### src/rtl/serial_add_pkg.sv
// serial_add_pkg
// Shared definitions for the bit-serial adder controller:
//   - state encoding for the IDLE / RUN / DONE controller
//   - cnt_width(): width of the bit counter for a given operand width
//     ($clog2 of the width, never below one bit)
package serial_add_pkg;

  typedef logic [1:0] state_t;

  localparam state_t IDLE = 2'd0;
  localparam state_t RUN  = 2'd1;
  localparam state_t DONE = 2'd2;

  function automatic int cnt_width(input int width);
    return (width <= 2) ? 1 : $clog2(width);
  endfunction

endpackage

### src/rtl/full_adder.sv
// full_adder
// One-bit full adder cell.
// Ports:
//   sum  - a ^ b ^ c
//   cout - carry out
//   a, b - operand bits
//   c    - carry in
module full_adder (
  output logic sum,
  output logic cout,
  input  logic a,
  input  logic b,
  input  logic c
);

  assign sum  = a ^ b ^ c;
  assign cout = (a & b) | (c & (a ^ b));

endmodule

### src/rtl/serial_add_ctrl.sv
// serial_add_ctrl
// Bit-serial adder: one shared full_adder cell is stepped across WIDTH-bit
// operands, LSB first, with the carry held in a register between cycles.
// Operands arrive on a valid/ready handshake; after WIDTH add cycles the sum
// and carry-out are presented on a second valid/ready handshake.
//
// Optional feature: define SERIAL_ADD_OVF_EN to add the ovf output (signed
// overflow of the addition, valid with out_valid).
//
// Ports:
//   clk       - clock, rising edge
//   rst_n     - synchronous active-low reset
//   in_valid  - operand pair and cin valid
//   in_ready  - controller idle, can accept operands
//   a, b      - WIDTH-bit operands
//   cin       - carry into the LSB
//   out_valid - sum / cout valid (DONE state)
//   out_ready - consumer takes the result
//   sum       - low WIDTH bits of a + b + cin
//   cout      - bit WIDTH of a + b + cin
//   busy      - high in RUN and DONE
//   ovf       - signed overflow (SERIAL_ADD_OVF_EN only)
module serial_add_ctrl
  import serial_add_pkg::*;
#(
  parameter int WIDTH = 8
) (
  input  logic             clk,
  input  logic             rst_n,
  input  logic             in_valid,
  output logic             in_ready,
  input  logic [WIDTH-1:0] a,
  input  logic [WIDTH-1:0] b,
  input  logic             cin,
  output logic             out_valid,
  input  logic             out_ready,
  output logic [WIDTH-1:0] sum,
  output logic             cout,
  output logic             busy
`ifdef SERIAL_ADD_OVF_EN
  ,
  output logic             ovf
`endif
);

  localparam int CNT_W = cnt_width(WIDTH);

  state_t             state_q;
  state_t             state_d;
  logic [CNT_W-1:0]   cnt_q;
  logic [WIDTH-1:0]   a_sr;
  logic [WIDTH-1:0]   b_sr;
  logic [WIDTH-1:0]   sum_q;
  logic [WIDTH-1:0]   sum_nxt;
  logic               carry_q;
  logic               cout_q;
  logic               fa_sum;
  logic               fa_cout;
  logic               accept;
  logic               last_bit;

  assign accept   = in_valid && (state_q == IDLE);
  assign last_bit = (cnt_q == CNT_W'(WIDTH - 1));

  full_adder u_fa (
    .sum  (fa_sum),
    .cout (fa_cout),
    .a    (a_sr[0]),
    .b    (b_sr[0]),
    .c    (carry_q)
  );

  // New sum bit enters at the MSB; after WIDTH shifts bit 0 sits at the LSB.
  always_comb begin
    sum_nxt            = sum_q >> 1;
    sum_nxt[WIDTH-1]   = fa_sum;
  end

  // State register
  always_ff @(posedge clk) begin
    if (!rst_n) begin
      state_q <= IDLE;
    end else begin
      state_q <= state_d;
    end
  end

  // Next-state logic
  always_comb begin
    state_d = state_q;
    case (state_q)
      IDLE:    if (in_valid)  state_d = RUN;
      RUN:     if (last_bit)  state_d = DONE;
      DONE:    if (out_ready) state_d = IDLE;
      default:                state_d = IDLE;
    endcase
  end

  // Handshake outputs decode from state only, so no input reaches an output
  // combinationally.
  always_comb begin
    in_ready  = (state_q == IDLE);
    out_valid = (state_q == DONE);
    busy      = (state_q != IDLE);
  end

  // Datapath: operand shift registers, carry, counter, result registers
  always_ff @(posedge clk) begin
    if (!rst_n) begin
      a_sr    <= '0;
      b_sr    <= '0;
      sum_q   <= '0;
      carry_q <= 1'b0;
      cout_q  <= 1'b0;
      cnt_q   <= '0;
    end else if (accept) begin
      a_sr    <= a;
      b_sr    <= b;
      carry_q <= cin;
      cnt_q   <= '0;
    end else if (state_q == RUN) begin
      a_sr    <= a_sr >> 1;
      b_sr    <= b_sr >> 1;
      sum_q   <= sum_nxt;
      carry_q <= fa_cout;
      cnt_q   <= cnt_q + CNT_W'(1);
      if (last_bit) begin
        cout_q <= fa_cout;
      end
    end
  end

  assign sum  = sum_q;
  assign cout = cout_q;

`ifdef SERIAL_ADD_OVF_EN
  logic ovf_q;

  // On the last bit carry_q is the carry into the MSB.
  always_ff @(posedge clk) begin
    if (!rst_n) begin
      ovf_q <= 1'b0;
    end else if ((state_q == RUN) && last_bit) begin
      ovf_q <= carry_q ^ fa_cout;
    end
  end

  assign ovf = ovf_q;
`endif

endmodule

### config.mk
export PLATFORM = sky130hd
export DESIGN_NAME = serial_add_ctrl
export DESIGN_NICKNAME = d
export VERILOG_FILES = /design/src/rtl/serial_add_pkg.sv /design/src/rtl/full_adder.sv /design/src/rtl/serial_add_ctrl.sv
export SDC_FILE = /design/constraint.sdc
export NUM_CORES = 1
export LEC_CHECK = 0
export ABC_CLOCK_PERIOD_IN_PS = 1800
export BUFFER_PORTS_ARGS = -buffer_cell sky130_fd_sc_hd__buf_4
export CORE_ASPECT_RATIO = 0.6
export CORE_UTILIZATION = 50
export DETAILED_ROUTE_END_ITERATION = 8
export PLACE_DENSITY = 0.86
export SLEW_MARGIN = 20
export SYNTH_ARGS = -nofsm -noshare
export SYNTH_HDL_FRONTEND = slang
export SYNTH_SLANG_ARGS = --single-unit
### constraint.sdc
create_clock -name clk -period 1.8 [get_ports clk]
set_input_delay 0.36 -clock clk [delete_from_list [all_inputs] [get_ports clk]]
set_output_delay 0.36 -clock clk [all_outputs]
set_load 0.05 [all_outputs]
==> out/results.txt, run 1 <==
Post CTS Setup Buffer Count - 0
Worst EP required - 1.44 ns
Die Ht - 42.4 um
1st-pass router iterations - 6
Sequential area share after synthesis - 0.455
Ports - 33
GP Congestion - 0.866
Mean post-synth cell area - 8.41 um^2
Site row count - 14
Hold Path Origin - a[7]
Clock buffer depth - 2
Data arrival time of the critical path - 1.26 ns
GRT Overall Usage - 0.219
Crit path max fanout - 7
Grt met3 use - 0.103
Ant. Diodes - 0
Setup_tns - 0 ns
Min-Delay Endpoint - a_sr[7]
DRC viols - 0
Top Usage Layer GRT - met2
Share of the synthesized area in the top cell type - 0.455
Cells after Synth - 162
Final clock skew - 0.00886 ns
CP most frequent cell - buf_4
Netlist cell types - 27
Final nets - 218
Maximum vdd drop - 0.000535 V
WL per Instance - 13.1 um
Die area - 0.00294 mm^2
Top post-synthesis cells by count - nand2_1 (36), dfxtp_1 (31), a21oi_1 (26), a21boi_0 (11)
M2 GR Usage - 0.377
Top_reg_cell synth - dfxtp_1
Layout cell share with drive strength beyond 1 - 0.299
ANT nets after route - 0
Worst setup SP type - flip-flop
Fin. Hold Viols - 0
Vias in the first global route - 1122
First-pass GRT wire length - 4.89 mm
Hold path depth - 3
Ys Warns - 0
Via density - 5.33
Top-count cell post-synth - nand2_1
Synth Register Bits - 31
Gr ovfl total - 0
Htree depth - 2
Grt met1 use - 0.246
Synthesized net count - 186
Max Fclk - 0.616 GHz
Ranking of synthesized cells by area - dfxtp_1 (46%), nand2_1 (9.9%), a21oi_1 (9.6%), a21boi_0 (6.1%), o21ai_2 (3.9%)
Vias - 1204
CP max stage delay - 0.40 ns
Family with the most delay on the worst path - flip-flops
Dominant cell type by area after synthesis - dfxtp_1
Largest net degree at the start of global routing - 30
Post-Syn Area - 0.00136 mm^2
Final Cycle Share - 0.902
Final total power - 1530 uW
CTS buffer count - 5
LEAKAGE - 0.000699 uW
Status - complete, no violations
Port bufs - 32
CP Capture Type - primary output
Minimum clock period - 1.62 ns
Layout fillers - 215
Setup violators final - 0
Post-Route WL - 2.96 mm
Initial antenna violation count - 0
Rel. slew slack - 0.588
Sequential cell area - 622 um^2
Max cap viols - 0
Clk slew on worst S/H paths - 0.06 ns
Die X - 69.4 um
Core box area - 0.00254 mm^2
Hold_buf cts - 0
Clock Tree Root - clkbuf_8
Initial DRC count - 42
R2R cell count - 3
TritonCTS clock tree - done
Clk_lat worst skew - 0.28 ns
Reg-to-reg startpoint - state_q[1]
RSZ-0062 raised after global routing - no
Num Clock Sinks - 31
Post-synth EDFFs - 0
R2R Setup Slk - 0.31 ns
Worst-margin pin slew - 0.618 ns
CP bufs+invs - 2
Worst R2R End - a_sr[2]
Detailed Place HPWL - 2.05 mm
Starting density of the core - 0.536
Slew Viols, Final - 0
Crit path max-delay cell type - dfxtp_2
Multi-input gate area - 673 um^2
PwrDens - 896 mW/mm^2
Path category of the worst min-delay check - in -> reg
CP Cell Sequence - buf_4 -> nor2b_1 -> buf_4
Layout Area Growth over Synthesis - 25.6%
Post-synthesis async set-or-reset flop share - 0
Crit path kind - reg -> out
==> placed cells by master, fill, tap and decap left out <==
cell	count
nand3b_1	1
o21ai_2	6
o21ai_0	4
or3b_1	1
fa_1	1
nand3_1	3
buf_4	37
ha_1	2
o21ai_1	2
nor2_2	1
o221a_2	4
a21boi_0	11
inv_1	3
xnor2_1	1
a21boi_1	1
nor2b_2	1
nand2_1	36
nor2_1	5
a31oi_1	1
clkbuf_8	6
clkinv_2	1
and2_1	1
nor3b_2	1
dfxtp_1	30
nand2b_1	2
nor3b_1	2
nor2b_1	3
a21oi_1	26
dfxtp_2	1
==> area by class of cell <==
type	instances	area share
multi-input combinational	116	0.393
sequential	31	0.363
timing repair buffer	37	0.162
clock buffer	6	0.0482
tap	32	0.0234
inverter	3	0.00658
clock inverter	1	0.00292
==> repair_timing <==
action	CTS	global route
hold endpoints to repair	0	0
gates resized for setup	0	1
endpoints found under the setup margin	0	1
==> flip-flops by register name, indices dropped and copies added, names as in the netlist <==
signal / flops
sum: 8
a_sr: 8
state_q: 2
cout: 1
carry_q: 1
b_sr: 8
cnt_q: 3
==> worst max-delay path by stage <==
| stage | from | to | slack, ns | depth (start not counted) |
|---|---|---|---|---|
| 2_1_floorplan | state_q[0] | busy | 0.12 | 3 |
| 3_3_place_gp | in_valid | a_sr[2] | 0.29 | 4 |
| 3_5_place_dp | in_valid | a_sr[2] | 0.24 | 4 |
| 4_1_cts | state_q[1] | out_valid | 0.07 | 3 |
| 5_1_grt | state_q[1] | out_valid | 0.09 | 3 |
| 6_report | state_q[1] | out_valid | 0.18 | 3 |
==> cell families after synthesis <==
kind of cell,after synthesis,share of synthesized area
AOI/OAI and AO/OA,55,0.260
xor gates and xnor gates,1,0.00643
adders and majority gates,3,0.0331
buffers and inverters,15,0.0523
DFF,31,0.455
and+or+nand+nor,57,0.193
==> worst register-to-register path, cell delays in order (launching register included) <==
cell and delay, ns:
dfxtp_2 0.36, or3b_1 0.66, o21ai_0 0.27, a31oi_1 0.06
==> power by group <==
| group | internal [uW] | switching [uW] |
|---|---|---|
| clock | 299 | 239 |
| sequential | 728 | 25.1 |
| combinational | 105 | 138 |
==> per-layer routing <==
| metal | part of all wire | wire, um |
|---|---|---|
| met2 | 0.47 | 1400 |
| met3 | 0.084 | 250 |
| met4 | 0.0027 | 8 |
| met5 | 0 | 0 |
| met1 | 0.44 | 1300 |
==> per-stage QoR <==
stage | area [um^2] | hold WS, ns | worst slack (ns) | cells | utilization
3_3_place_gp | 1620 | 0.438 | 0.285 | 219 | 0.639
3_5_place_dp | 1620 | 0.444 | 0.237 | 219 | 0.639
5_1_grt | 1710 | 0.345 | 0.0914 | 226 | 0.674
2_1_floorplan | 1370 | 0.429 | 0.115 | 162 | -
6_report | 1710 | 0.331 | 0.177 | 226 | 0.674
4_1_cts | 1710 | 0.333 | 0.0714 | 226 | 0.673
No activity file was read; power rests on OpenSTA's default activity.
==> inputs of run 2 (changes only) <==
--- a/config.mk
+++ b/config.mk
@@ -6,4 +6,5 @@
 export NUM_CORES = 1
 export LEC_CHECK = 0
+export ABC_AREA = 0
 export ABC_CLOCK_PERIOD_IN_PS = 1800
 export BUFFER_PORTS_ARGS = -buffer_cell sky130_fd_sc_hd__buf_4
==> constraint.sdc (replaced) <==
create_clock -name clk -period 1.8 [get_ports clk]
set_input_delay 0.09 -clock clk [delete_from_list [all_inputs] [get_ports clk]]
set_output_delay 0.09 -clock clk [all_outputs]
set_load 0.05 [all_outputs]
==> run 2 against run 1 <==
Utilization rose by 0.64 points. Wire length fell by 4.8%. Largest cell class unchanged. First-iteration DRC count rose by 64%. Via count rose by 2.0%.
==> out/results.txt, run 2 (same netlist as run 1, synthesis figures left out) <==
Status - complete, no violations
Path category of the worst min-delay check - in -> reg
Slew Viols, Final - 0
GRT Overall Usage - 0.210
Core box area - 0.00254 mm^2
Crit path max fanout - 16
RSZ-0062 raised after global routing - no
Layout cell share with drive strength beyond 1 - 0.291
Hold path depth - 3
Clk_lat worst skew - 0.28 ns
First-pass GRT wire length - 4.75 mm
Site row count - 14
Setup violators final - 0
Layout Area Growth over Synthesis - 26.8%
LEAKAGE - 0.000708 uW
Max Fclk - 0.706 GHz
Clk pwr share - 0.369
Hold_ws - 0.0710 ns
Worst setup SP type - flip-flop
Die Ht - 42.4 um
R2R cell count - 3
Int Power - 1180 uW
Worst-margin pin slew - 0.612 ns
Htree depth - 2
Layout fillers - 200
Placed Area - 0.00163 mm^2
Data arrival time of the critical path - 1.55 ns
Initial antenna violation count - 0
Rel. slew slack - 0.592
Comb pwr share - 0.154
Max cap viols - 0
Detailed Place HPWL - 2.05 mm
Via density - 5.39
Commonest non-fill, non-tap cell in the layout - buf_4
Psw - 396 uW
Most frequent cells in the layout - buf_4 (38), nand2_1 (36), dfxtp_1 (31)
Clk slew on worst S/H paths - 0.06 ns
1st-pass router iterations - 5
Post-Route WL - 2.82 mm
Fin. Hold Viols - 0
Final nets - 219
Post-CTS Resized - 0
GP Congestion - 0.778
Worst EP required - 1.93 ns
Hold_buf cts - 0
Critical path origin - state_q[1]
Port bufs - 32
ANT nets after route - 0
Util after Layout - 0.680
CP Capture Type - flip-flop
Largest net degree at the start of global routing - 30
Initial DRC count - 69
WL per Instance - 12.4 um
Ports - 33
TritonCTS clock tree - done
Final clock skew - 0.00354 ns
CTS buffer count - 5
Die area - 0.00294 mm^2
Die X - 69.4 um
Minimum clock period - 1.42 ns
Hold Path Origin - a[7]
Net Sw Frac - 0.251
Reg-to-reg startpoint - state_q[1]
Starting density of the core - 0.536
Vias - 1228
Post-route cell area - 0.00173 mm^2
Vias in the first global route - 1126
DRC viols - 0
Sequential power share - 0.476
Num Clock Sinks - 31
Clock Tree Root - clkbuf_8
Clock buffer depth - 2
Crit path kind - reg -> reg
PwrDens - 914 mW/mm^2
Setup_tns - 0 ns
Final Cycle Share - 0.787
Ant. Diodes - 0
Post CTS Setup Buffer Count - 0
Gr ovfl total - 0
Maximum vdd drop - 0.000605 V
==> run 2: cell count changes in the layout (fill, tap and decap cells not counted) <==
cell,delta
dfxtp_2,-1
nor2_2,-1
dfxtp_1,+1
buf_4,+1
clkinv_2,-1
clkbuf_1,+1
nor2_1,+1
clkbuf_8,+1
==> run 2: path summary, 6_finish.rpt <==
path	end	slack [ns]
min reg2reg	a_sr[6]	0.45
min	a_sr[7]	0.07
max reg2reg	a_sr[2]	0.38
max	a_sr[2]	0.38
==> run 2: critical path, stage by stage (launching register included) <==
cell     delay [ns]
dfxtp_1        0.31
or3b_1         0.64
o21ai_0        0.26
a31oi_1        0.06
==> run 2: layout make-up <==
type	instances	area [um^2]	area share
multi-input cells	116	671	0.388
flip-flops and latches	31	621	0.359
repair buffers	38	285	0.165
clock buffers	8	100	0.0579
well taps	32	40.0	0.0232
inverters	3	11.3	0.00652
==> run 2: routing by layer <==
metal / global-route usage / vias up / share of wire
li1: - / 613 / -
met3: 0.0673 / 7 / 0.064
met5: 0 / - / 0
met2: 0.353 / 50 / 0.48
met1: 0.250 / 558 / 0.44
met4: 0.0857 / 0 / 0.016
==> run 2: through the flow <==
step / std cells / setup slack, ns / power (uW)
floorplan: 162 / 0.0632 / 928
finish: 228 / 0.383 / 1580
CTS: 228 / 0.381 / 1590
global placement: 220 / 0.436 / 1000
detailed placement: 220 / 0.392 / 1010
global route: 228 / 0.311 / 1650
==> run 2: power by group through the flow <==
stage                     combinational [uW]  sequential, uW  clock, uW
after detailed placement                 244             767          0
after global placement                   235             765          0
after CTS                                244             752        593
after global routing                     268             757        624
final                                    243             752        583
after floorplan                          154             774          0
==> inputs of run 3 (changes only) <==
ABC_CLOCK_PERIOD_IN_PS = 1300   (was 1800)
CORE_UTILIZATION = 47   (was 50)
PLACE_DENSITY = 0.85   (was 0.86)
clock period = 1.3 ns   (was 1.8 ns; I/O delays follow)
==> run 3 against run 2 <==
Cell count up 0.88%. Via count grew 0.33%. First-iteration DRC count is 32% lower. Wire length increased by 7.0%. Critical path type unchanged.
==> out/results.txt, run 3 (same netlist as run 1, synthesis figures left out) <==
Status - complete, no violations
GP Congestion - 0.840
Post-CTS Resized - 0
Htree depth - 2
Starting density of the core - 0.519
Final clock skew - 0.00325 ns
PnR worst setup slack - 0.0626 ns
Fin. Hold Viols - 0
Crit path max-delay cell type - or3b_1
LEAKAGE - 0.000727 uW
CP max stage delay - 0.41 ns
Die area - 0.00313 mm^2
Data arrival time of the critical path - 1.41 ns
Die Ht - 43.7 um
Slew Viols, Final - 0
1st-pass router iterations - 4
TritonCTS clock tree - done
First-pass GRT wire length - 5.06 mm
Dpl ws - 0.0281 ns
CP bufs+invs - 1
Rel. slew slack - 0.798
Layout Area Growth over Synthesis - 30.5%
Worst EP required - 1.47 ns
Gr ovfl total - 0
Initial antenna violation count - 0
Crit path kind - reg -> reg
Post CTS Setup Buffer Count - 0
Post-Route WL - 3.01 mm
Max cap viols - 0
Vias in the first global route - 1168
Final nets - 222
Layout fillers - 232
Hold_buf cts - 0
Maximum vdd drop - 0.000745 V
Ant. Diodes - 0
Setup_tns - 0 ns
Ports - 33
Commonest non-fill, non-tap cell in the layout - buf_4
Die X - 71.5 um
Num Clock Sinks - 31
Setup violators final - 0
Via density - 5.36
Worst setup SP type - flip-flop
Worst-margin pin slew - 0.302 ns
Family with the most delay on the worst path - simple AND/OR/NAND/NOR gates
Port bufs - 32
CP Cell Sequence - or3b_1 -> buf_4 -> o21ai_1 -> a21oi_1
Final total power - 2160 uW
Detailed Place HPWL - 2.14 mm
Most frequent cells in the layout - buf_4 (37), nand2_1 (36), dfxtp_1 (31)
Crit path max fanout - 10
GRT Overall Usage - 0.213
Clk slew on worst S/H paths - 0.06 ns
Minimum clock period - 1.24 ns
PwrDens - 1210 mW/mm^2
CTS buffer count - 5
Clk_lat worst skew - 0.28 ns
CP Capture Type - flip-flop
DRC viols - 0
Layout cell share with drive strength beyond 1 - 0.318
Hold_ws - 0.0535 ns
Path category of the worst min-delay check - in -> reg
Core box area - 0.00263 mm^2
ANT nets after route - 0
Site row count - 14
Largest net degree at the start of global routing - 30
Clock Tree Root - clkbuf_8
WL per Instance - 13.1 um
Final Cycle Share - 0.952
Vias - 1232
RSZ-0062 raised after global routing - no
Max Fclk - 0.808 GHz
Clock buffer depth - 2
Initial DRC count - 47
## run 3: cell types whose count changed in the layout (fill, tap and decap cells not counted), moves of 2 or more
cell and change:
buf_6 +2, o21ai_1 +2, nor2b_4 +2, o21ai_0 -2
## run 3: power breakdown
group	internal (uW)	switching (uW)	leakage (uW)	total (uW)
sequential	1010	34.5	0.000254	1040
combinational	169	199	0.000426	369
clock	414	333	0.0000470	747
## run 3: final timing paths
kind / startpoint / endpoint / slack [ns] / depth (start not counted)
setup / recovery: state_q[0] / a_sr[5] / 0.06 / 4
hold / removal: a[7] / a_sr[7] / 0.05 / 3
setup reg to reg: state_q[0] / a_sr[5] / 0.06 / 4
hold reg to reg: b_sr[2] / b_sr[1] / 0.46 / 2
## run 3: through the flow
stage,util,cells,cell area [um^2]
floorplan,-,162,1380
global placement,0.636,222,1670
detailed placement,0.636,222,1670
CTS,0.669,229,1760
global route,0.677,230,1780
finish,0.677,230,1780
## run 3: final cells by class
cell class / instances / area, um^2 / share of cell area
repair buffers: 41 / 325 / 0.183
inverters: 3 / 11.3 / 0.00633
flip-flops and latches: 31 / 621 / 0.349
clock inverters: 1 / 5.00 / 0.00281
well taps: 32 / 40.0 / 0.0225
multi-input cells: 116 / 693 / 0.390
clock buffers: 6 / 82.6 / 0.0464
## run 3: metal layers
layer,track usage,routed length [um]
met1,0.266,1440
met2,0.362,1350
met3,0.0628,180
met4,0.0745,44
met5,0,0
## run 3: tightest hold or removal path, delay by kind of cell
family	cells	cell delay (ns)
simple gates	1	0.04
buf+inv	1	0.11
compound gates	1	0.06
